`config.mk`:
```
export PLATFORM = sky130hd
export DESIGN_NAME = router_pkt_tx
export DESIGN_NICKNAME = d
export VERILOG_FILES = /design/src/rtl/router_pkt_tx.sv
export SDC_FILE = /design/constraint.sdc
export NUM_CORES = 1
export LEC_CHECK = 0
export CAP_MARGIN = 10
export CORE_UTILIZATION = 40
export DETAILED_ROUTE_END_ITERATION = 7
export SYNTH_ARGS = -nofsm -noshare
export SYNTH_HDL_FRONTEND = slang
export SYNTH_SLANG_ARGS = --single-unit
```
`constraint.sdc`:
```
create_clock -name clk -period 2.3 [get_ports clk]
set_input_delay 0.345 -clock clk [delete_from_list [all_inputs] [get_ports clk]]
set_output_delay 0.345 -clock clk [all_outputs]
set_load 0.02 [all_outputs]
```
`src/rtl/router_pkt_tx.sv`:
```
// Router input-side packet transmitter: buffers a payload from the source, then
// sends header, payload and parity to the router under busy back-pressure.
module router_pkt_tx #(
    parameter int unsigned CHECK_CYCLES = 3,
    parameter int unsigned IDLE_GAP     = 2
) (
    input  logic       clk,
    input  logic       resetn,
    input  logic       start,
    input  logic [1:0] dest,
    input  logic [5:0] len,
    input  logic [7:0] src_data,
    input  logic       src_valid,
    output logic       src_ready,
    input  logic       busy,
    input  logic       err,
    output logic [7:0] data_in,
    output logic       pkt_valid,
    output logic       tx_busy,
    output logic       reject,
    output logic       done,
    output logic       pkt_err
);
    localparam int unsigned DW    = 8;
    localparam int unsigned PW    = 6;
    localparam int unsigned CW    = 8;
    localparam int unsigned DEPTH = 64;

    localparam logic [CW-1:0] CHK_LAST = CW'(CHECK_CYCLES - 1);
    localparam logic [CW-1:0] GAP_LAST = CW'(IDLE_GAP - 1);

    typedef enum logic [2:0] {
        S_IDLE,
        S_LOAD,
        S_HEADER,
        S_PAYLOAD,
        S_PARITY,
        S_CHECK,
        S_GAP
    } state_e;

    state_e        state_q, state_d;
    logic [1:0]    dest_q, dest_d;
    logic [PW-1:0] len_q, len_d;
    logic [PW-1:0] wptr_q, wptr_d;
    logic [PW-1:0] rptr_q, rptr_d;
    logic [DW-1:0] par_q, par_d;
    logic [DW-1:0] data_q, data_d;
    logic [CW-1:0] cnt_q, cnt_d;
    logic          sticky_q, sticky_d;
    logic          pkt_valid_q, pkt_valid_d;
    logic          tx_busy_q, tx_busy_d;
    logic          reject_q, reject_d;
    logic          done_q, done_d;
    logic          pkt_err_q, pkt_err_d;
    logic          mem_we;
    logic [DW-1:0] mem_q [DEPTH];

    // Next-state and registered-output logic
    always_comb begin
        state_d     = state_q;
        dest_d      = dest_q;
        len_d       = len_q;
        wptr_d      = wptr_q;
        rptr_d      = rptr_q;
        par_d       = par_q;
        data_d      = data_q;
        cnt_d       = cnt_q;
        sticky_d    = sticky_q;
        pkt_valid_d = pkt_valid_q;
        pkt_err_d   = pkt_err_q;
        reject_d    = 1'b0;
        done_d      = 1'b0;
        mem_we      = 1'b0;

        case (state_q)
            S_IDLE: begin
                if (start) begin
                    if (dest == 2'd3 || len == '0) begin
                        reject_d = 1'b1;
                    end else begin
                        dest_d  = dest;
                        len_d   = len;
                        par_d   = {len, dest};
                        wptr_d  = '0;
                        state_d = S_LOAD;
                    end
                end
            end
            S_LOAD: begin
                if (src_valid) begin
                    mem_we = 1'b1;
                    par_d  = par_q ^ src_data;
                    if (wptr_q == len_q - PW'(1)) begin
                        state_d     = S_HEADER;
                        data_d      = {len_q, dest_q};
                        pkt_valid_d = 1'b1;
                    end else begin
                        wptr_d = wptr_q + PW'(1);
                    end
                end
            end
            S_HEADER: begin
                if (!busy) begin
                    state_d = S_PAYLOAD;
                    data_d  = mem_q[0];
                    rptr_d  = '0;
                end
            end
            S_PAYLOAD: begin
                if (!busy) begin
                    if (rptr_q == len_q - PW'(1)) begin
                        state_d     = S_PARITY;
                        data_d      = par_q;
                        pkt_valid_d = 1'b0;
                    end else begin
                        rptr_d = rptr_q + PW'(1);
                        data_d = mem_q[rptr_q + PW'(1)];
                    end
                end
            end
            S_PARITY: begin
                if (!busy) begin
                    state_d  = S_CHECK;
                    data_d   = '0;
                    cnt_d    = '0;
                    sticky_d = 1'b0;
                end
            end
            S_CHECK: begin
                if (cnt_q == CHK_LAST) begin
                    done_d    = 1'b1;
                    pkt_err_d = sticky_q | err;
                    cnt_d     = '0;
                    state_d   = (IDLE_GAP == 0) ? S_IDLE : S_GAP;
                end else begin
                    cnt_d    = cnt_q + CW'(1);
                    sticky_d = sticky_q | err;
                end
            end
            S_GAP: begin
                if (cnt_q == GAP_LAST) begin
                    cnt_d   = '0;
                    state_d = S_IDLE;
                end else begin
                    cnt_d = cnt_q + CW'(1);
                end
            end
            default: state_d = S_IDLE;
        endcase

        tx_busy_d = (state_d != S_IDLE);
    end

    always_ff @(posedge clk or negedge resetn) begin
        if (!resetn) begin
            state_q     <= S_IDLE;
            dest_q      <= '0;
            len_q       <= '0;
            wptr_q      <= '0;
            rptr_q      <= '0;
            par_q       <= '0;
            data_q      <= '0;
            cnt_q       <= '0;
            sticky_q    <= 1'b0;
            pkt_valid_q <= 1'b0;
            tx_busy_q   <= 1'b0;
            reject_q    <= 1'b0;
            done_q      <= 1'b0;
            pkt_err_q   <= 1'b0;
        end else begin
            state_q     <= state_d;
            dest_q      <= dest_d;
            len_q       <= len_d;
            wptr_q      <= wptr_d;
            rptr_q      <= rptr_d;
            par_q       <= par_d;
            data_q      <= data_d;
            cnt_q       <= cnt_d;
            sticky_q    <= sticky_d;
            pkt_valid_q <= pkt_valid_d;
            tx_busy_q   <= tx_busy_d;
            reject_q    <= reject_d;
            done_q      <= done_d;
            pkt_err_q   <= pkt_err_d;
        end
    end

    // Payload buffer; contents are don't-care after reset
    always_ff @(posedge clk) begin
        if (mem_we) begin
            mem_q[wptr_q] <= src_data;
        end
    end

    assign src_ready = (state_q == S_LOAD);
    assign data_in   = data_q;
    assign pkt_valid = pkt_valid_q;
    assign tx_busy   = tx_busy_q;
    assign reject    = reject_q;
    assign done      = done_q;
    assign pkt_err   = pkt_err_q;

endmodule

```
==> Yosys cells after proc, flatten, opt, wreduce, memory -nomap -nowiden <==
Memory sizes are Yosys's and may differ from the RTL's.
Index checks and enable logic that the tools add are counted.
{ "op_classes": {"n_addsub": 4, "n_mul": 0, "div": 0, "n_lt_le_gt_ge": 0, "eq_ne": 22, "n_shift": 0, "n_mux": 51, "bitwise_logic": 3, "n_reduce_logical": 19} }
{ "ops": {"columns": ["cell", "count"], "rows": [
  ["8-bit 2-to-1 mux", 11],
  ["6-bit 2-to-1 mux", 7],
  ["8-bit one-hot mux with 4 select lines", 1],
  ["3-bit 2-to-1 mux", 10],
  ["6-bit one-hot mux with 2 select lines", 2],
  ["8-bit one-hot mux with 3 select lines", 1],
  ["3-bit one-hot mux with 7 select lines", 1],
  ["2-bit inequality test, second input constant", 10],
  ["8-bit one-hot mux with 2 select lines", 1],
  ["1-bit 2-to-1 mux", 15],
  ["6-bit by 1-bit adder with 6-bit output, second input constant", 2],
  ["6-bit equality test", 2],
  ["5-bit AND reduction", 2],
  ["3-bit equality test, second input constant", 3],
  ["8-bit by 1-bit adder with 8-bit output, second input constant", 1],
  ["8-bit by 1-bit equality test with 1-bit output, second input constant", 1],
  ["8-bit by 2-bit equality test with 1-bit output, second input constant", 1],
  ["4-bit AND reduction", 2],
  ["2-bit nonzero test", 4],
  ["8-bit bitwise XOR", 1],
  ["3-bit by 2-bit equality test with 1-bit output, second input constant", 2],
  ["6-bit zero test", 1],
  ["3-bit AND reduction", 2],
  ["6-bit AND reduction", 1],
  ["12 further kinds", 15]
]} }
{ "word_totals": {"register_bits": 53, "latchBits": 0, "ramBits": 512, "rom_bits": 0, "output_inout_bits": 14, "wordCells": 114, "n_memories": 1} }
{ "memory_table": {"columns": ["name", "depth", "word_bits", "read_ports", "rd_ports_with_merged_regs", "write_ports", "line", "text"], "rows": [
  ["mem_q", 64, 8, 2, 0, 1, "57", "logic [DW-1:0] mem_q [DEPTH];"]
]} }

==> Depth between registers and ports, before layout <==
Gate-level depths: netlist of the first run.
{ "logic_depth": {"word_depth": 6, "mapped_depth": 12} }

==> Worst setup path after synthesis of the first run <==
Ideal clock, no wire load.
{ "synth_path": {"path_type": "register to register", "startpoint": "register state_q[0]", "endpoint": "memory mem_q[56][0] (enable)", "setup_ns": 0.370, "t_arrival_ns": 2.173, "required_time_ns": 1.930, "setup_slack_ns": -0.243, "stages_incl_launch_ff": 8, "period_less_slack_ns": 2.543, "cell_sequence": "dfrtp_1 > clkbuf_1 > inv_1 > nor3_1 > clkbuf_1 > and3_1 > nand3_1 > nor2_1"} }
{ "synth_between": {"elab_chain_cells": 4} }
{ "synth_lines": {"columns": ["element", "line", "text"], "rows": [
  ["start: declaration", "42", "state_e state_q, state_d;"],
  ["start signal: assignment", "172", "state_q <= state_d;"],
  ["3-bit by 1-bit equality test with 1-bit output", "76", "case (state_q)"],
  ["1-bit 2-to-1 mux", "76", null],
  ["1-bit 2-to-1 mux", "191", "if (mem_we) begin"],
  ["1-bit 2-to-1 mux (implied by the code)", "192", "mem_q[wptr_q] <= src_data;"],
  ["end: declaration", "57", null]
]} }
No other way between the ends.

==> Worst setup path in the final report of the first run <==
{ "layout_path": {"startpoint": "register rptr_q[0]", "endpoint": "register data_q[6] (netlist: data_in[6])"} }
{ "layout_between": {"elab_chain_cells": 5, "word_cells_on_any_way": 6, "cone_classes": "add/sub: 1; eq/ne: 1; mux: 3; memory: 1"} }
{ "layout_lines": {"columns": ["element", "line", "text"], "rows": [
  ["start: declaration", "46", "logic [PW-1:0] rptr_q, rptr_d;"],
  ["start signal: assignment", "176", "rptr_q <= rptr_d;"],
  ["6-bit by 1-bit adder with 6-bit output", "118", "data_d = mem_q[rptr_q + PW'(1)];"],
  ["memory 64 x 8 bit", null, null],
  ["8-bit 2-to-1 mux *", "112", "if (rptr_q == len_q - PW'(1)) begin"],
  ["8-bit 2-to-1 mux *", "111", "if (!busy) begin"],
  ["8-bit one-hot mux with 4 select lines *", "76", null],
  ["end signal: assignment", "178", "data_q <= data_d;"],
  ["end: declaration", "48", "logic [DW-1:0] data_q, data_d;"]
]} }
Every way passes the cells marked *; elsewhere a longest branch is shown, timed or not. The select of a mux whose other input is x is not followed.
A chain may end at the register's enable or synchronous reset.

==> impl_metrics.tcl, run 1 <==
set metrics [dict create \
    outcome "complete, but fails checks" \
    failed_checks "setup timing" \
    r2r_start "rptr_q[0]" \
    synthTopCellsByCount "512 x edfxtp_1, 153 x nand2_1, 129 x mux4_2, 88 x nor2_1, 70 x nand3_1" \
    drive_above_1_share_pct 34.3 \
    cp.required_ps 2850 \
    path_buf_inv 1 \
    grt_overflow 0 \
    gp_congestion 0.893 \
    synth-seq-area-share_pct 71.9 \
    syn_nets 1386 \
    die_height_um 243 \
    vias 13305 \
    final_cells 2384 \
    drt-pass1-iter-count 5 \
    cts_tree "built" \
    wl_mm 57.8 \
    cap_violations 0 \
    slew_headroom_pct 55.4 \
    hold_path.class "primary input to flop" \
    synthFlopType "edfxtp_1" \
    syn_inst 1358 \
    boundaryPins 36 \
    whs_ps 132 \
    route.detailed.drc 0 \
    antenna_left 0 \
    max_stage_delay_ps 510 \
    place_inst 2254 \
    switching_share_pct 31.4 \
    fin_total_pwr_w 0.0334 \
    synth-async-reset-ratio_pct 9.38 \
    syn_area_per_cell_sq_um 17.1 \
    clk_latency_ps 620 \
    critPathLaunchType "flop" \
    rows 87 \
    synth_edf_count 512 \
    worst_slack_ps -248 \
    p_leak_nw 9.53 \
    grt_pass1_wl_mm 86.6 \
    yosys-top-cells-area "edfxtp_1 66%, mux4_2 13%, dfrtp_1 5.7%, nand2_1 2.5%, nand3_1 1.5%" \
    grt_usage_pct 19.7 \
    clock_path_buffers 3 \
    hold_depth 1 \
    fin_tns_setup_ps -1770 \
    switching_power_w 0.0105 \
    drt_iter0_drc 1411 \
    rr_worst_depth 9 \
    path_common_cell "nor2_1" \
    yosysWarnings 0 \
    synth_area_sq_mm 0.0232 \
    yosys.area.top_type "edfxtp_1" \
    worst_slew_pin_slew_ps 669 \
    p_comb_share_pct 36.2 \
    peakVddDrop_mv 0.708 \
    max_freq_mhz 392 \
    pwr-share-clk_pct 27.4 \
    numPortBuffers 35 \
    hold_viol 0 \
    crit_family "simple AND/OR/NAND/NOR gates" \
    cpMaxStageDelayCell "dfrtp_4" \
    yosysMostFrequentCell "edfxtp_1" \
    h-tree-depth 2 \
    drv_slew 0 \
    numCtsBuffers 57 \
    rrSetupSlack_ps -250 \
    dieArea_sq_mm 0.0590 \
    areaGrowthSynthToFinish_pct 24.2 \
    cp_max_fo 6 \
    critical_path_class "flop to flop" \
    die_x_um 243 \
    p_int_w 0.0229 \
    finClkSkew_ps 12.6 \
    hold_end "mem_q[5][0]" \
    clk_pin_slew_ps 60 \
    viasPerCell 5.58 \
    wl_per_cell_um 24.3 \
    seqPwrFrac_pct 36.4 \
    root_buffer "clkbuf_16" \
    synth_cell_types 61 \
    grt_max_degree 46 \
    initial_core_util_pct 40.8 \
    min_period_ps 2550 \
    final_nets 1612 \
    core-area_sq_mm 0.0569 \
    end_kind "flop" \
    antenna_found_initial 0 \
    worstPathCellList "ha_4 -> buf_12 -> mux4_2 -> nor2_1 -> nor2_1 -> a211oi_2 -> a311o_1 -> or4_4 -> a21oi_2" \
    cts.sinks 565 \
    hp-start "src_data[0]" \
    final.period_utilization_pct 111 \
    finalSetupViolations 10 \
    r2r-end "data_in[6]" \
    grt_pass1_vias 13303 \
    diodes 0 \
    synth-seq-cells 565 \
    rsz0062_at_grt "true" \
    hpwl_mm 38.3 \
    synth_top_cell_area_share_pct 66.2 \
    power_density_mw_per_mm2 1160 \
    worstPathArrival_ps 3090 \
]
worst max path at each step:
stage | from | end | cells after the start
CTS | rptr_q[0] | data_in[6] | 8
detailed placement | rptr_q[0] | data_in[5] | 9
floorplan | wptr_q[2] | mem_q[31][0] | 5
global route | rptr_q[0] | data_in[6] | 9
global placement | rptr_q[0] | data_in[5] | 9
finish | rptr_q[0] | data_in[6] | 9
placed cells by master (no fill, tap or decap), drive strengths merged, types with 7 or more instances in the layout:
cell             n
inv             15
nand3           72
o21ai           31
buf            214
mux2             8
nand4           12
xor2            10
nand2          153
a21oi           32
edfxtp         512
nand2b          13
mux4           129
o32ai            8
or3             12
and3             7
xnor2            8
clkinv          22
mux2i           14
dfrtp           53
a21o             8
clkbuf          71
a32oi            7
clkdlybuf4s50   25
a31oi           11
nor3            12
nor2            89
flip-flops by register name, indices dropped and copies added (netlist names):
name and cells:
cnt_q 8, data_in 8, dest_q 2, done 1, len_q 6, mem_q 512
par_q 8, pkt_err 1, pkt_valid 1, reject 1, rptr_q 6, state_q 3
sticky_q 1, tx_busy 1, wptr_q 6
power groups by stage:
stage	sequential, W	combinational, W	clock, W
floorplan	0.0123	0.00643	0
global placement	0.0123	0.0106	0
detailed placement	0.0123	0.0107	0
CTS	0.0121	0.0115	0.00930
global route	0.0122	0.0129	0.00970
finish	0.0122	0.0121	0.00914
timing repair:
item                                    in CTS  in global routing
hold buffers                                 1                  0
gates resized for setup                     55                 68
cloned                                       2                  3
endpoints found under the setup margin      22                 27
hold endpoints to repair                    24                  0
pin swaps                                   13                 35
buffers inserted                             8                 14
final cells by class:
class | count | area [sq um]
multi-input cells | 703 | 6900
well taps | 756 | 946
clock buffers | 70 | 1480
fillers | 4576 | 28100
repair buffers | 243 | 2420
clock inverters | 33 | 357
inverters | 14 | 52.6
flip-flops and latches | 565 | 16700
layer usage:
| metal | global-route usage, % | share of wire [%] | vias up |
|---|---|---|---|
| met5 | 0 | 0 | - |
| met4 | 5.75 | 2.4 | 0 |
| met3 | 2.28 | 5.3 | 88 |
| met2 | 31.4 | 48 | 442 |
| met1 | 28.6 | 44 | 6929 |
| li1 | - | - | 5846 |
metrics by stage:
stage               area (sq um)  worst slack (ps)  util, %
floorplan                  23500              2.17        -
global placement           26200              -415     46.0
detailed placement         26200              -450     46.0
CTS                        28500              -222     50.0
global route               28900              -320     50.7
finish                     28900              -248     50.7
kinds of logic (layout without fill, tap and decap cells):
kind of cell / count (synthesis) / in the layout / share of synthesized area [%]
simple gates: 391 / 391 / 7.72
mux: 151 / 151 / 13.5
flops: 565 / 565 / 71.9
compound gates: 134 / 134 / 3.78
fa+ha+maj: 6 / 6 / 0.323
buf+inv: 90 / 360 / 1.81
xor+xnor: 21 / 21 / 0.970
No activity file was read; power rests on OpenSTA's default activity.
==> run 2, diff against run 1 <==
Settings changed: PLACE_DENSITY set to 0.56.
==> impl_metrics.tcl, run 2 (synthesis results as in run 1) <==
set metrics [dict create \
    outcome "complete, but fails checks" \
    failed_checks "setup timing" \
    initial_core_util_pct 40.8 \
    regArea_sq_mm 0.0167 \
    power_density_mw_per_mm2 1160 \
    peakVddDrop_mv 0.656 \
    critical_path_class "flop to flop" \
    grt_max_degree 49 \
    areaGrowthSynthToFinish_pct 24.2 \
    fill_cells 4694 \
    drv_slew 0 \
    place_inst 2274 \
    root_buffer "clkbuf_16" \
    whs_ps 195 \
    postLayoutCoreUtil_pct 50.7 \
    rsz0062_at_grt "true" \
    grt_usage_pct 20.4 \
    viasPerCell 5.56 \
    final_cells 2406 \
    grt_overflow 0 \
    hold_depth 1 \
    final_common_cell "edfxtp_1" \
    pwr-share-clk_pct 27.6 \
    cts_tree "built" \
    clock_path_buffers 3 \
    p_comb_share_pct 35.8 \
    p_leak_nw 9.57 \
    r2r_start "rptr_q[0]" \
    gp_congestion 0.867 \
    p_int_w 0.0228 \
    slew_headroom_pct 44.9 \
    worstPathArrival_ps 3070 \
    r2r-end "data_in[1]" \
    route.detailed.drc 0 \
    boundaryPins 36 \
    antenna_left 0 \
    dieArea_sq_mm 0.0590 \
    clk_latency_ps 620 \
    drt_iter0_drc 1183 \
    finClkSkew_ps 28.3 \
    core-area_sq_mm 0.0569 \
    largest_reg_flops 512 \
    rrSetupSlack_ps -240 \
    diodes 0 \
    grt_pass1_wl_mm 88.6 \
    largest-register "mem_q" \
    numPortBuffers 35 \
    final_nets 1630 \
    rr_worst_depth 10 \
    cap_violations 0 \
    numCtsBuffers 58 \
    drt-pass1-iter-count 5 \
    switching_share_pct 31.6 \
    cp_max_fo 6 \
    worst_slew_pin_slew_ps 826 \
    cts.sinks 565 \
    cp.required_ps 2830 \
    finalSetupViolations 14 \
    antenna_found_initial 2 \
    critPathLaunchType "flop" \
    switching_power_w 0.0105 \
    min_period_ps 2540 \
    hpwl_mm 38.9 \
    hp-start "src_data[4]" \
    seqPwrFrac_pct 36.6 \
    hold_end "mem_q[12][4]" \
    final.period_utilization_pct 110 \
    wl_per_cell_um 24.8 \
    h-tree-depth 2 \
    wl_mm 59.6 \
    rows 87 \
    layout_common_cells "512 x edfxtp_1, 181 x buf_4, 142 x nand2_1" \
    drive_above_1_share_pct 34.4 \
    worst_slack_ps -235 \
    hold_path.class "primary input to flop" \
    grt_pass1_vias 13581 \
    end_kind "flop" \
    multi_input_comb_area_sq_mm 0.00688 \
    max_freq_mhz 394 \
    hold_viol 0 \
    clk_pin_slew_ps 60 \
    die_height_um 243 \
    fin_tns_setup_ps -1790 \
    vias 13370 \
    die_x_um 243 \
]
==> run 2: worst max-delay path by stage <==
stage                     depth (start not counted)      start      endpoint
after floorplan                                   5  wptr_q[2]  mem_q[31][0]
final                                            10  rptr_q[0]    data_in[1]
after detailed placement                          8  rptr_q[0]    data_in[5]
after global routing                              9  rptr_q[0]    data_in[6]
after CTS                                         9  rptr_q[0]    data_in[6]
after global placement                            8  rptr_q[0]    data_in[5]
==> run 2: cell type report <==
type	instances	share of cell area, %
sequential	565	57.9
clock buffer	70	5.26
timing repair buffer	260	8.39
inverter	14	0.182
clock inverter	38	1.16
multi-input combinational	703	23.8
tap	756	3.28
==> run 2: routing by layer <==
metal  global-route usage (%)  part of all wire, %
met5                        0                0.015
met3                     3.70                  6.5
met2                     31.5                   46
met4                     6.36                  2.6
met1                     29.3                   44
==> run 2: what timing repair did <==
action                                  in CTS  in global routing
buffers inserted                             8                 12
gates resized for setup                     75                 44
gates cloned                                 1                  5
endpoints found under the setup margin      23                116
pin swaps                                   24                 31
hold buffers                                 2                  0
hold endpoints to repair                    26                  0
==> run 2: power by group through the flow <==
| stage | Combinational (W) | Clock (W) | Sequential [W] |
|---|---|---|---|
| after CTS | 0.0112 | 0.00939 | 0.0122 |
| after global routing | 0.0127 | 0.00977 | 0.0122 |
| final | 0.0119 | 0.00921 | 0.0122 |
| after floorplan | 0.00643 | 0 | 0.0123 |
| after detailed placement | 0.0105 | 0 | 0.0124 |
| after global placement | 0.0104 | 0 | 0.0124 |
==> run 2: worst max-delay path, cell delays in order (launching register included) <==
cell and delay, ps:
dfrtp_4 510, ha_4 350, buf_6 170, buf_12 150
buf_4 140, mux4_2 170, nand2_1 60, nand3_1 130
nand4_1 220, or3_1 400, a31oi_1 160
==> run 2: metrics by stage <==
step           cell area (sq um)  setup slack [ps]  power (W)
2_1_floorplan              23500              2.17     0.0187
3_3_place_gp               26200              -647     0.0228
3_5_place_dp               26200              -663     0.0229
4_1_cts                    28500              -209     0.0328
5_1_grt                    28900              -282     0.0347
6_report                   28900              -235     0.0333
